**config.mk**
```make
export PLATFORM = sky130hd
export DESIGN_NAME = axis_out_row_packer
export DESIGN_NICKNAME = d
export VERILOG_FILES = /design/src/rtl/axis_out_row_packer.sv
export SDC_FILE = /design/constraint.sdc
export NUM_CORES = 1
export LEC_CHECK = 0
export CORE_MARGIN = 2
export CORE_UTILIZATION = 46
export DETAILED_ROUTE_END_ITERATION = 8
export HOLD_SLACK_MARGIN = 0.06
export PLACE_DENSITY = 0.92
export SETUP_SLACK_MARGIN = 0.5
export SYNTH_ARGS = -nofsm -noshare
export SYNTH_HDL_FRONTEND = slang
export SYNTH_SLANG_ARGS = --single-unit
```
**constraint.sdc**
```tcl
create_clock -name aclk -period 1.93 [get_ports aclk]
set_input_delay 0.386 -clock aclk [delete_from_list [all_inputs] [get_ports aclk]]
set_output_delay 0.386 -clock aclk [all_outputs]
set_load 0.02 [all_outputs]
```
**src/rtl/axis_out_row_packer.sv**
```systemverilog
// Sign-pads ROWS x Y_BITS results to power-of-two lanes and serialises them LSB slice first; 1-cycle latency, s_ready follows m_ready on the final slice.
// Optional OUT_PACK_STATS_EN adds free-running beat/packet counters.
module axis_out_row_packer #(
  parameter int ROWS              = 8,
  parameter int Y_BITS            = 24,
  parameter int M_OUTPUT_WIDTH_LF = 64
) (
  input  logic                           aclk,
  input  logic                           aresetn,
  output logic                           s_ready,
  input  logic                           s_valid,
  input  logic [ROWS*Y_BITS-1:0]         s_data,
  input  logic                           s_last,
  input  logic                           m_ready,
  output logic                           m_valid,
  output logic [M_OUTPUT_WIDTH_LF-1:0]   m_data,
  output logic [M_OUTPUT_WIDTH_LF/8-1:0] m_keep,
  output logic                           m_last
`ifdef OUT_PACK_STATS_EN
  ,
  output logic [31:0]                    stat_beats,
  output logic [15:0]                    stat_pkts
`endif
);

  localparam int Y_BITS_PADDED = 2 ** $clog2(Y_BITS);
  localparam int HOLD_W        = ROWS * Y_BITS_PADDED;
  localparam int RATIO         = HOLD_W / M_OUTPUT_WIDTH_LF;
  localparam int SEL_W         = (RATIO > 1) ? $clog2(RATIO) : 1;
  localparam logic [SEL_W-1:0] SEL_MAX = SEL_W'(RATIO - 1);

  if ((HOLD_W % M_OUTPUT_WIDTH_LF) != 0) begin : g_bad_ratio
    $error("padded row beat width must be a multiple of M_OUTPUT_WIDTH_LF");
  end

  typedef enum logic {EMPTY, DRAIN} state_t;

  state_t             state;
  logic [SEL_W-1:0]   sel;
  logic [HOLD_W-1:0]  hold;
  logic               last_h;
  logic               sel_end;
  logic               m_hs;
  logic               s_hs;

  function automatic logic [HOLD_W-1:0] pad_rows(input logic [ROWS*Y_BITS-1:0] d);
    logic [HOLD_W-1:0] p;
    p = '0;
    for (int i = 0; i < ROWS; i++)
      p[i*Y_BITS_PADDED +: Y_BITS_PADDED] = Y_BITS_PADDED'(signed'(d[i*Y_BITS +: Y_BITS]));
    return p;
  endfunction

  assign sel_end = (sel == SEL_MAX);
  assign m_valid = (state == DRAIN);
  assign m_hs    = m_valid & m_ready;
  // Refill on the final slice without a bubble; costs a combinational m_ready -> s_ready path.
  assign s_ready = (state == EMPTY) | ((state == DRAIN) & sel_end & m_ready);
  assign s_hs    = s_valid & s_ready;

  // HOLD is shifted down per slice, so the current slice always sits at the bottom.
  assign m_data = hold[M_OUTPUT_WIDTH_LF-1:0];
  assign m_keep = '1;

  always_ff @(posedge aclk) begin
    if (!aresetn) begin
      state  <= EMPTY;
      sel    <= '0;
      hold   <= '0;
      last_h <= 1'b0;
      m_last <= 1'b0;
    end else if (s_hs) begin
      state  <= DRAIN;
      sel    <= '0;
      hold   <= pad_rows(s_data);
      last_h <= s_last;
      m_last <= s_last && (RATIO == 1);
    end else if (m_hs) begin
      if (sel_end) begin
        state  <= EMPTY;
        m_last <= 1'b0;
      end else begin
        sel    <= sel + SEL_W'(1);
        hold   <= hold >> M_OUTPUT_WIDTH_LF;
        m_last <= last_h && (sel == (SEL_MAX - SEL_W'(1)));
      end
    end
  end

`ifdef OUT_PACK_STATS_EN
  always_ff @(posedge aclk) begin
    if (!aresetn) begin
      stat_beats <= '0;
      stat_pkts  <= '0;
    end else if (m_hs) begin
      stat_beats <= stat_beats + 32'd1;
      if (m_last)
        stat_pkts <= stat_pkts + 16'd1;
    end
  end
`endif

endmodule

```
[Yosys cells after proc, flatten, opt, wreduce, memory -nomap -nowiden]
Index checks and enable logic that the tools add are counted.
Widths: inputs -> output; s select.
Word-level totals
  input port bits: 197
  bits in registers: 261
Operators by class
  reductions and logical operators: 7
  eq/ne operators: 3
  mux-type cells: 7
  bitwise logic cells: 8
  add/subtract/negate cells: 1
Operator list (number)
  $mux 256: 3
  $reduce_and 2->1: 3
  $and 1x1->1: 4
  $eq 2x2->1 const B: 2
  $mux 1: 4
  $reduce_bool 2->1: 2
  $not 1->1: 3
  $add 2x1->2 const B: 1
  $ne 2x1->1 const B: 1
  $reduce_or 2->1: 1
  $logic_and 1x1->1: 1
  $or 1x1->1: 1

[Longest topological paths before layout]
Gate-level depths: netlist of the first run.
  word-level depth: 7
  mapped depth: 7

[Least setup slack after synthesis of the first run]
No wires, ideal clock.
  path kind: register to register
  from: register sel[1]
  to: register hold[100]
  stages on the path, launching flop included: 8
  data arrival time: 1.402 ns
  setup slack: 0.409 ns
  cells stage by stage: dfxtp_1 -> ha_1 -> nor2b_1 -> o21a_1 -> buf_4 -> buf_6 -> buf_6 -> o221a_1
On the way
  word-level cells in the longest chain between the ends: 7
  elaborated cells between the ends (all ways): 9
  classes of those cells: eq/ne: 2; mux: 1; bitwise: 4; reduce/logical: 2
Ends and longest elaborated chain
  start: declaration: line 39  | logic [SEL_W-1:0] sel;
  start signal: assignment: line 83  | sel <= sel + SEL_W'(1);
  $eq 2x2->1 *: line 54  | assign sel_end = (sel == SEL_MAX);
  $and 1x1->1 (2 in series): line 58  | assign s_ready = (state == EMPTY) | ((state == DRAIN) & sel_end & m_ready);
  $or 1x1->1: line 58
  $and 1x1->1: line 59  | assign s_hs = s_valid & s_ready;
  $ne 2x1->1 (no source line) / $reduce_bool 2->1 (equally long branches)
  $reduce_and 2->1 (no source line)
  end signal: assignment: line 75  | hold <= pad_rows(s_data);
  end signal: assignment: line 84  | hold <= hold >> M_OUTPUT_WIDTH_LF;
  end: declaration: line 40  | logic [HOLD_W-1:0] hold;
Every way passes the cells marked *; elsewhere a longest branch is shown, timed or not.
A chain may end at the register's enable or synchronous reset.

[Worst setup path after layout of the first run]
  from: register sel[1]
  to: register hold[44]
Same word-level chain as after synthesis.

==> impl_metrics.py, run 1 <==
metrics = {
    "clock_network": {
        "clk_path_buf_depth": 2,
        "cts.clk_slew.worst_paths_ps": 70,
        "clk_latency_ps": 440,
        "htree_num_levels": 4,
        "cts_tree": "built",
        "clock_sinks": 197,
        "ctsHoldBuffers": 0,
        "cts_buffers": 17,
        "root_buffer": "clkbuf_16",
    },
    "yosys": {
        "syn_avg_cell_area_um2": 11.6,
        "syn_area_um2": 8230,
        "synthArstFlopShare_pct": 0,
        "yosysSeqAreaShare_pct": 47.9,
        "ys.flop_type": "dfxtp_1",
        "synth_edf_count": 0,
        "ys_ff_latch": 197,
        "synth_compound_area_share_pct": 38.6,
        "synth_fa_ha_area_share_pct": 0.304,
        "synth_top_cell_area_share_pct": 47.9,
        "synthCells": 709,
        "synthDistinctLibCells": 29,
        "synth_top_family_by_area": "compound AO/OA/AOI/OAI gates",
        "synthTopCellsByArea": "dfxtp_1 (48%), o21a_1 (13%), o221a_2 (11%)",
        "synth_common_cells": "dfxtp_1 (197), o21a_1 (145), o221a_2 (84)",
        "yosys.area_share.simple_pct": 1.09,
        "yosys_warnings": 0,
        "synth_xor_area_share_pct": 0.106,
        "synth_most_common_cell": "dfxtp_1",
        "synth_area_leader_cell": "dfxtp_1",
        "synthMuxAreaShare_pct": 0.122,
    },
    "grt": {
        "grt_pass1_vias": 7301,
        "grt_first_pass_wirelength_mm": 41.5,
        "grt_max_degree": 58,
        "antenna_found_initial": 0,
        "grt_use_total_pct": 29.0,
        "grt_overflow": 0,
    },
    "power_and_ir_drop": {
        "power_density_nw_per_um2": 852,
        "peakVddDrop_uv": 793,
        "p_leak_uw": 0.00522,
    },
    "placed_design": {
        "finalWeightedCongestion": 0.757,
        "detailed_place.area_um2": 10600,
        "placedCellCount": 1084,
        "dpl.hpwl_mm": 14.6,
        "port-buffer-count": 263,
    },
    "route": {
        "first_iter_violations": 419,
        "drcViolationCount": 0,
        "vias_per_cell": 6.14,
        "dr.pass1.iters": 5,
        "wl_per_cell_um": 25.0,
        "drt-total-wl_mm": 29.7,
        "vias": 7305,
        "final_antenna_net_count": 0,
    },
    "floorplan": {
        "dieArea_um2": 19000,
        "die_y_um": 138,
        "pin_count": 272,
        "rows": 48,
        "core-area_um2": 17400,
        "die_w_um": 138,
        "start_util_pct": 47.3,
    },
    "critical_path": {
        "critPathKind": "reg -> reg",
        "required_ps": 2250,
        "cp_max_fo": 8,
        "endpoint_kind": "flop",
        "start_kind": "flop",
        "cp.arrival_ps": 2110,
    },
    "sta": {
        "setup_tns_ps": 0,
        "worstMarginPinSlew_ps": 594,
        "fin_crit_sh_pct": 92.4,
        "final-setup-viol-count": 0,
        "fin_crit_ps": 1780,
        "hold_viol_final": 0,
        "relSlewSlack_pct": 60.4,
        "rsz0062_at_grt": "yes",
        "timing.hold.ws_ps": 340,
        "fin_skew_ps": 13.2,
        "slew_viol_final": 0,
        "clock.fmax_ghz": 0.561,
    },
    "final_layout": {
        "post-route-util_pct": 74.2,
        "final_area_um2": 12900,
        "layout-drive-gt1-share_pct": 30.9,
        "area_delta_synth_final_pct": 57.0,
        "final_cells": 1189,
        "fin_nets": 1149,
    },
    "outcome": {
        "status": "finished clean",
    },
    "hold_path": {
        "hold_class": "in -> reg",
    },
    "flow_run": {
        "cap_violations": 0,
    },
}
## placed cells by master (no fill, tap or decap), types with 2 or more instances in the layout
| cell | count |
|---|---|
| bufinv_16 | 4 |
| inv_2 | 2 |
| dfxtp_4 | 3 |
| nand2_8 | 2 |
| inv_1 | 2 |
| nand2_1 | 4 |
| o221a_1 | 60 |
| inv_6 | 4 |
| dfxtp_2 | 2 |
| o221a_4 | 25 |
| o21a_1 | 144 |
| dfxtp_1 | 192 |
| nor2_1 | 3 |
| clkbuf_16 | 28 |
| clkinv_2 | 3 |
| clkinvlp_4 | 2 |
| conb_1 | 8 |
| nand2b_1 | 2 |
| buf_4 | 22 |
| clkdlybuf4s50_1 | 193 |
| buf_16 | 32 |
| bufbuf_16 | 4 |
| dlygate4sd2_1 | 2 |
| buf_2 | 54 |
| o221a_2 | 59 |
| buf_8 | 5 |
| buf_12 | 27 |
| a22o_1 | 48 |
| buf_6 | 8 |
## layer usage
| metal | GRT usage, % | wire (um) |
|---|---|---|
| met1 | 34.0 | 11700 |
| met2 | 49.5 | 14600 |
| met3 | 7.51 | 2270 |
| met4 | 13.5 | 1150 |
| met5 | 0 | 0 |
## critical path, stage by stage, from the launching register on
cell and delay [ps]:
dfxtp_2 340, ha_4 180, nand3b_1 220, buf_6 190, buf_12 160, buf_12 130
buf_16 130, o21a_1 190, o221a_2 120
## state kept, by name (all words and copies together), names as in the netlist
signal	flops
hold	192
last_h	1
m_last	1
m_valid	1
sel	2
## power breakdown
group	switching (uW)	internal, uW	leakage, uW	total, uW
registers	237	4420	0.00164	4660
clock network	1640	2230	0.000309	3870
logic	1020	1460	0.00328	2480
## cells by family (layout without fill, tap and decap cells)
group	count (synthesis)	in the layout
AOI/OAI and AO/OA	343	343
xor gates and xnor gates	1	1
adders and majority gates	2	2
buffers and inverters	149	395
DFF	197	197
muxes	1	1
other	1	9
and+or+nand+nor	15	16
## through the flow
stage	setup slack [ps]	power [uW]
2_1_floorplan	510	5840
3_3_place_gp	-8.26	6520
3_5_place_dp	-76.9	6570
4_1_cts	227	10700
5_1_grt	117	11400
6_report	147	11000
## path summary, 6_finish.rpt
| path | startpoint | to | slack [ps] | cells past startpoint |
|---|---|---|---|---|
| setup / recovery | sel[1] | hold[44] | 150 | 8 |
| setup reg to reg | sel[1] | hold[44] | 150 | 8 |
| hold reg to reg | last_h | last_h | 470 | 2 |
| hold / removal | aresetn | m_valid | 340 | 3 |
## layout make-up
type,count,area (um^2)
Antenna cell,1,2.50
Clock buffer,18,439
Clock inverter,14,196
Fill cell,1094,4490
Inverter,4,15.0
Multi-Input combinational cell,371,3650
Sequential cell,197,3960
Tap cell,225,282
Timing Repair Buffer,359,4380
## repair_timing
item                                    4_1_cts  5_1_grt
buffers inserted                             22        5
pin swaps                                     3        7
gates cloned                                 33       12
endpoints found under the setup margin      245      226
gates resized for setup                     308       68
Note: power is estimated with default switching activity, not from simulation.
==> inputs of run 2 (changes only) <==
--- a/config.mk
+++ b/config.mk
@@ -6,11 +6,12 @@
 export NUM_CORES = 1
 export LEC_CHECK = 0
 export CORE_MARGIN = 2
-export CORE_UTILIZATION = 46
+export CORE_UTILIZATION = 28
 export DETAILED_ROUTE_END_ITERATION = 8
 export HOLD_SLACK_MARGIN = 0.06
-export PLACE_DENSITY = 0.92
+export PLACE_DENSITY = 0.65
 export SETUP_SLACK_MARGIN = 0.5
+export SKIP_CTS_REPAIR_TIMING = 1
 export SYNTH_ARGS = -nofsm -noshare
 export SYNTH_HDL_FRONTEND = slang
 export SYNTH_SLANG_ARGS = --single-unit
==> run 2 against run 1 <==
  * Largest cell class is now sequential cells
  * Highest routed layer is now met5
  * Power down 5.8%
  * Maximum frequency is 1.5% higher
  * Critical path depth is 4 lower
  * First-iteration DRC count fell by 5.5%
  * Final area decreased by 4.4%
  * Critical path type is now reg -> out
  * Clock power fell by 8.0%
  * Sequential share of layout area grew 1.4 points
==> impl_metrics.py, run 2 (synthesis results as in run 1) <==
metrics = {
    "final_layout": {
        "layout_common_cells": "clkdlybuf4s50_1 (193), dfxtp_1 (192), o21a_1 (144), o221a_2 (84), o221a_1 (60)",
        "ff_latch_area_um2": 3960,
        "fin_nets": 1133,
        "reg.largest.list": "hold: 192 flops, sel: 2 flops",
        "regMostFlops": "hold",
        "fillCellCount": 2732,
        "largest_reg_flops": 192,
        "multi_input_area_um2": 3400,
        "final_area_um2": 12400,
        "layout-drive-gt1-share_pct": 27.5,
        "area_delta_synth_final_pct": 50.2,
        "layout_commonest_cell": "clkdlybuf4s50_1",
        "final_cells": 1331,
        "diodes": 0,
    },
    "critical_path": {
        "crit_chain": "ha_4, a21boi_4, inv_2, buf_6",
        "crit_slowest_cell": "dfxtp_2",
        "critPathKind": "reg -> out",
        "cp_max_fo": 4,
        "slowest_delay_ps": 350,
        "cp.arrival_ps": 1370,
        "start_kind": "flop",
        "endpoint_kind": "output pin",
        "crit_buf_inv": 2,
        "cp_top_family": "flip-flops",
        "required_ps": 1540,
    },
    "route": {
        "wl_per_cell_um": 21.4,
        "drt-total-wl_mm": 28.5,
        "dr.pass1.iters": 5,
        "final_antenna_net_count": 0,
        "vias_per_cell": 5.05,
        "first_iter_violations": 396,
        "vias": 6721,
        "drcViolationCount": 0,
    },
    "sta": {
        "worstMarginPinSlew_ps": 575,
        "hold_viol_final": 0,
        "final-setup-viol-count": 0,
        "fin_crit_ps": 1760,
        "clock.fmax_ghz": 0.569,
        "slew_viol_final": 0,
        "fin_skew_ps": 10.4,
        "relSlewSlack_pct": 61.6,
        "fin_crit_sh_pct": 91.1,
        "rsz0062_at_grt": "yes",
    },
    "floorplan": {
        "pin_count": 272,
        "dieArea_um2": 30800,
        "rows": 62,
        "core-area_um2": 28900,
        "die_w_um": 175,
        "start_util_pct": 28.5,
        "die_y_um": 175,
    },
    "power_and_ir_drop": {
        "peakVddDrop_uv": 522,
        "power_density_nw_per_um2": 839,
        "p_leak_uw": 0.00509,
    },
    "grt": {
        "grt_max_degree": 111,
        "grt_overflow": 0,
        "antenna_found_initial": 2,
        "grt_use_total_pct": 14.4,
        "grt_first_pass_wirelength_mm": 35.4,
        "grt_pass1_vias": 6241,
    },
    "hold_path": {
        "hold_class": "in -> reg",
    },
    "placed_design": {
        "placedCellCount": 1233,
        "finalWeightedCongestion": 0.728,
        "detailed_place.area_um2": 10700,
        "dpl.hpwl_mm": 14.7,
        "port-buffer-count": 263,
    },
    "clock_network": {
        "cts.clk_slew.worst_paths_ps": 80,
        "clock_sinks": 197,
        "clk_path_buf_depth": 2,
        "htree_num_levels": 4,
        "cts_buffers": 17,
        "root_buffer": "clkbuf_16",
        "clk_latency_ps": 430,
        "cts_tree": "built",
    },
    "outcome": {
        "status": "finished clean",
    },
    "flow_run": {
        "cap_violations": 0,
    },
}
## run 2: through the flow
step                power (uW)  setup slack [ps]  setup TNS (ps)  hold WS, ps  utilization (%)
detailed placement        6540             -99.5          -10100          452             37.1
global route             10800               128               0          376             42.8
global placement          6520              -107           -4810          445             37.1
finish                   10400               172               0          359             42.8
floorplan                 5840               510               0          431                -
CTS                      10100             -79.4           -1200          348             39.1
## run 2: area by class of cell
| type | count | area share [%] |
|---|---|---|
| timing repair buffer | 344 | 31.8 |
| sequential | 197 | 32.0 |
| inverter | 4 | 0.121 |
| clock inverter | 14 | 1.14 |
| tap | 384 | 3.89 |
| clock buffer | 18 | 3.47 |
| multi-input combinational | 370 | 27.5 |
## run 2: metal layers
metal  vias up  GRT usage [%]  wire length [um]
met5         -              0                13
met4         2           3.96               562
met3        35           4.48              1660
met2       220           23.0             13400
met1      3301           18.7             12900
li1       3163              -                 -
## run 2: path summary, 6_finish.rpt
check,from,end,slack [ps],depth (start not counted)
max,sel[0],s_ready,170,4
min,aresetn,m_valid,360,3
max reg2reg,sel[0],hold[111],190,7
min reg2reg,last_h,last_h,460,2
## run 2: worst min-delay path, delay by kind of cell
family | cells | cell delay, ps
compound gates | 1 | 130
buf+inv | 2 | 240
## run 2: where the power goes
group / switching, uW / leakage (uW) / total, uW / internal (uW)
clock: 1740 / 0.000272 / 3560 / 1820
sequential: 204 / 0.00164 / 4620 / 4420
combinational: 914 / 0.00318 / 2190 / 1270
==> inputs of run 3 (changes only) <==
--- a/config.mk
+++ b/config.mk
@@ -5,11 +5,13 @@
 export SDC_FILE = /design/constraint.sdc
 export NUM_CORES = 1
 export LEC_CHECK = 0
+export CELL_PAD_IN_SITES_DETAIL_PLACEMENT = 0
+export CELL_PAD_IN_SITES_GLOBAL_PLACEMENT = 1
 export CORE_MARGIN = 2
 export CORE_UTILIZATION = 28
 export DETAILED_ROUTE_END_ITERATION = 8
 export HOLD_SLACK_MARGIN = 0.06
-export PLACE_DENSITY = 0.65
+export PLACE_DENSITY = 0.78
 export SETUP_SLACK_MARGIN = 0.5
 export SKIP_CTS_REPAIR_TIMING = 1
 export SYNTH_ARGS = -nofsm -noshare
==> run 3 against run 2 <==
  * Flip-flop and latch count stayed put
  * Non-clock buffer count up 5
  * Combinational power about the same
  * Final area is 1.6% higher
  * Highest routed layer is now met4
  * Maximum frequency shrank 3.8%
  * Global-route usage down 0.27 points
  * Sequential power about the same
  * Critical path type unchanged
  * Worst hold slack got worse by 6.2 ps
==> impl_metrics.py, run 3 (synthesis results as in run 1) <==
metrics = {
    "sta": {
        "fin_skew_ps": 10.2,
        "fin_crit_ps": 1830,
        "clock.fmax_ghz": 0.547,
        "fin_crit_sh_pct": 94.6,
        "relSlewSlack_pct": 57.0,
        "timing.hold.ws_ps": 352,
        "setup_ws_ps": 103,
        "final-setup-viol-count": 0,
        "rsz0062_at_grt": "yes",
        "worstMarginPinSlew_ps": 645,
        "slew_viol_final": 0,
        "hold_viol_final": 0,
    },
    "floorplan": {
        "core-area_um2": 28900,
        "start_util_pct": 28.5,
        "die_y_um": 175,
        "dieArea_um2": 30800,
        "die_w_um": 175,
        "pin_count": 272,
        "rows": 62,
    },
    "placed_design": {
        "finalWeightedCongestion": 0.732,
        "placedCellCount": 1252,
        "dp_slack_ps": -30.5,
        "dpl.hpwl_mm": 15.1,
        "port-buffer-count": 263,
    },
    "clock_network": {
        "root_buffer": "clkbuf_16",
        "clk_path_buf_depth": 2,
        "clock_sinks": 197,
        "htree_num_levels": 4,
        "cts_tree": "built",
        "clk_latency_ps": 430,
        "cts_buffers": 17,
        "cts.clk_slew.worst_paths_ps": 80,
    },
    "hold_path": {
        "hold_class": "in -> reg",
    },
    "power_and_ir_drop": {
        "clkPwrFrac_pct": 34.3,
        "p_switching_uw": 2730,
        "internal-power_uw": 7670,
        "p_total_uw": 10400,
        "p_leak_uw": 0.00536,
        "pwr-share-seq_pct": 44.4,
        "peakVddDrop_uv": 497,
        "power_density_nw_per_um2": 828,
        "power_frac_comb_pct": 21.2,
        "p_sw_share_pct": 26.3,
    },
    "final_layout": {
        "reg.largest.list": "hold: 192 flops, sel: 2 flops",
        "layout_commonest_cell": "clkdlybuf4s50_1",
        "final_cells": 1338,
        "layout_common_cells": "clkdlybuf4s50_1 (193), dfxtp_1 (192), o21a_1 (144), o221a_2 (84), o221a_1 (60)",
        "layout-drive-gt1-share_pct": 25.6,
        "area_delta_synth_final_pct": 52.6,
        "regMostFlops": "hold",
        "fin_nets": 1138,
        "largest_reg_flops": 192,
    },
    "grt": {
        "grt_max_degree": 88,
        "grt_first_pass_wirelength_mm": 34.7,
        "grt_pass1_vias": 6216,
        "grt_use_total_pct": 14.1,
        "grt_overflow": 0,
        "antenna_found_initial": 2,
    },
    "critical_path": {
        "critPathKind": "reg -> out",
        "cp.arrival_ps": 1440,
        "required_ps": 1540,
        "start_kind": "flop",
        "cp_max_fo": 4,
        "endpoint_kind": "output pin",
    },
    "route": {
        "final_antenna_net_count": 0,
        "dr.pass1.iters": 5,
        "vias_per_cell": 4.95,
        "first_iter_violations": 327,
        "drt-total-wl_mm": 26.8,
        "vias": 6618,
        "drcViolationCount": 0,
        "wl_per_cell_um": 20.0,
    },
    "flow_run": {
        "cap_violations": 0,
    },
    "outcome": {
        "status": "finished clean",
    },
}
run 3: changes by cell type in the layout (fill, tap and decap cells not counted), moves of 2 or more:
cell            before  now
buf_6               19   21
dlymetal6s2s_1      23   41
buf_4               21   13
clkinvlp_4           3    1
diode_2              0    2
clkbuf_8             0    4
inv_6                4    1
clkbuf_2            35   25
run 3: final timing paths:
| path | from | end | slack [ps] | depth (start not counted) |
|---|---|---|---|---|
| worst max-delay path | sel[1] | s_ready | 100 | 5 |
| worst min-delay path | aresetn | m_valid | 350 | 3 |
| worst max register to register | sel[1] | hold[118] | 170 | 7 |
| worst min register to register | last_h | last_h | 460 | 2 |
run 3: cell type report:
cell class	count	area, um^2
diodes	2	5.00
clock buffers	23	488
clock inverters	9	93.8
fillers	2696	16300
inverters	4	15.0
multi-input cells	370	3400
flip-flops and latches	197	3960
well taps	384	480
repair buffers	349	4120
run 3: power groups by stage:
stage | clock network, uW | logic [uW] | registers (uW)
6_report | 3570 | 2210 | 4620
5_1_grt | 3840 | 2340 | 4670
4_1_cts | 3670 | 1880 | 4620
3_5_place_dp | 0 | 1880 | 4710
3_3_place_gp | 0 | 1860 | 4710
2_1_floorplan | 0 | 1180 | 4650
run 3: critical path: stages, from the launching register on:
cell and delay (ps):
dfxtp_4 360, ha_4 180, a21boi_4 170, inv_2 60
buf_6 120, buf_12 130
run 3: metal layers:
metal  GRT usage [%]  wire length (um)  part of all wire, %
met4            4.20               500                  1.9
met5               0                 0                    0
met3            3.72              1470                  5.5
met1            18.9             12400                   46
met2            22.1             12500                   46
run 3: through the flow:
step / util (%) / TNS, ps / instance area (um^2)
global route: 43.5 / 0 / 12600
finish: 43.5 / 0 / 12600
floorplan: - / 0 / 8270
detailed placement: 37.8 / -858 / 10900
global placement: 37.8 / -6.52 / 10900
CTS: 39.8 / -1140 / 11500
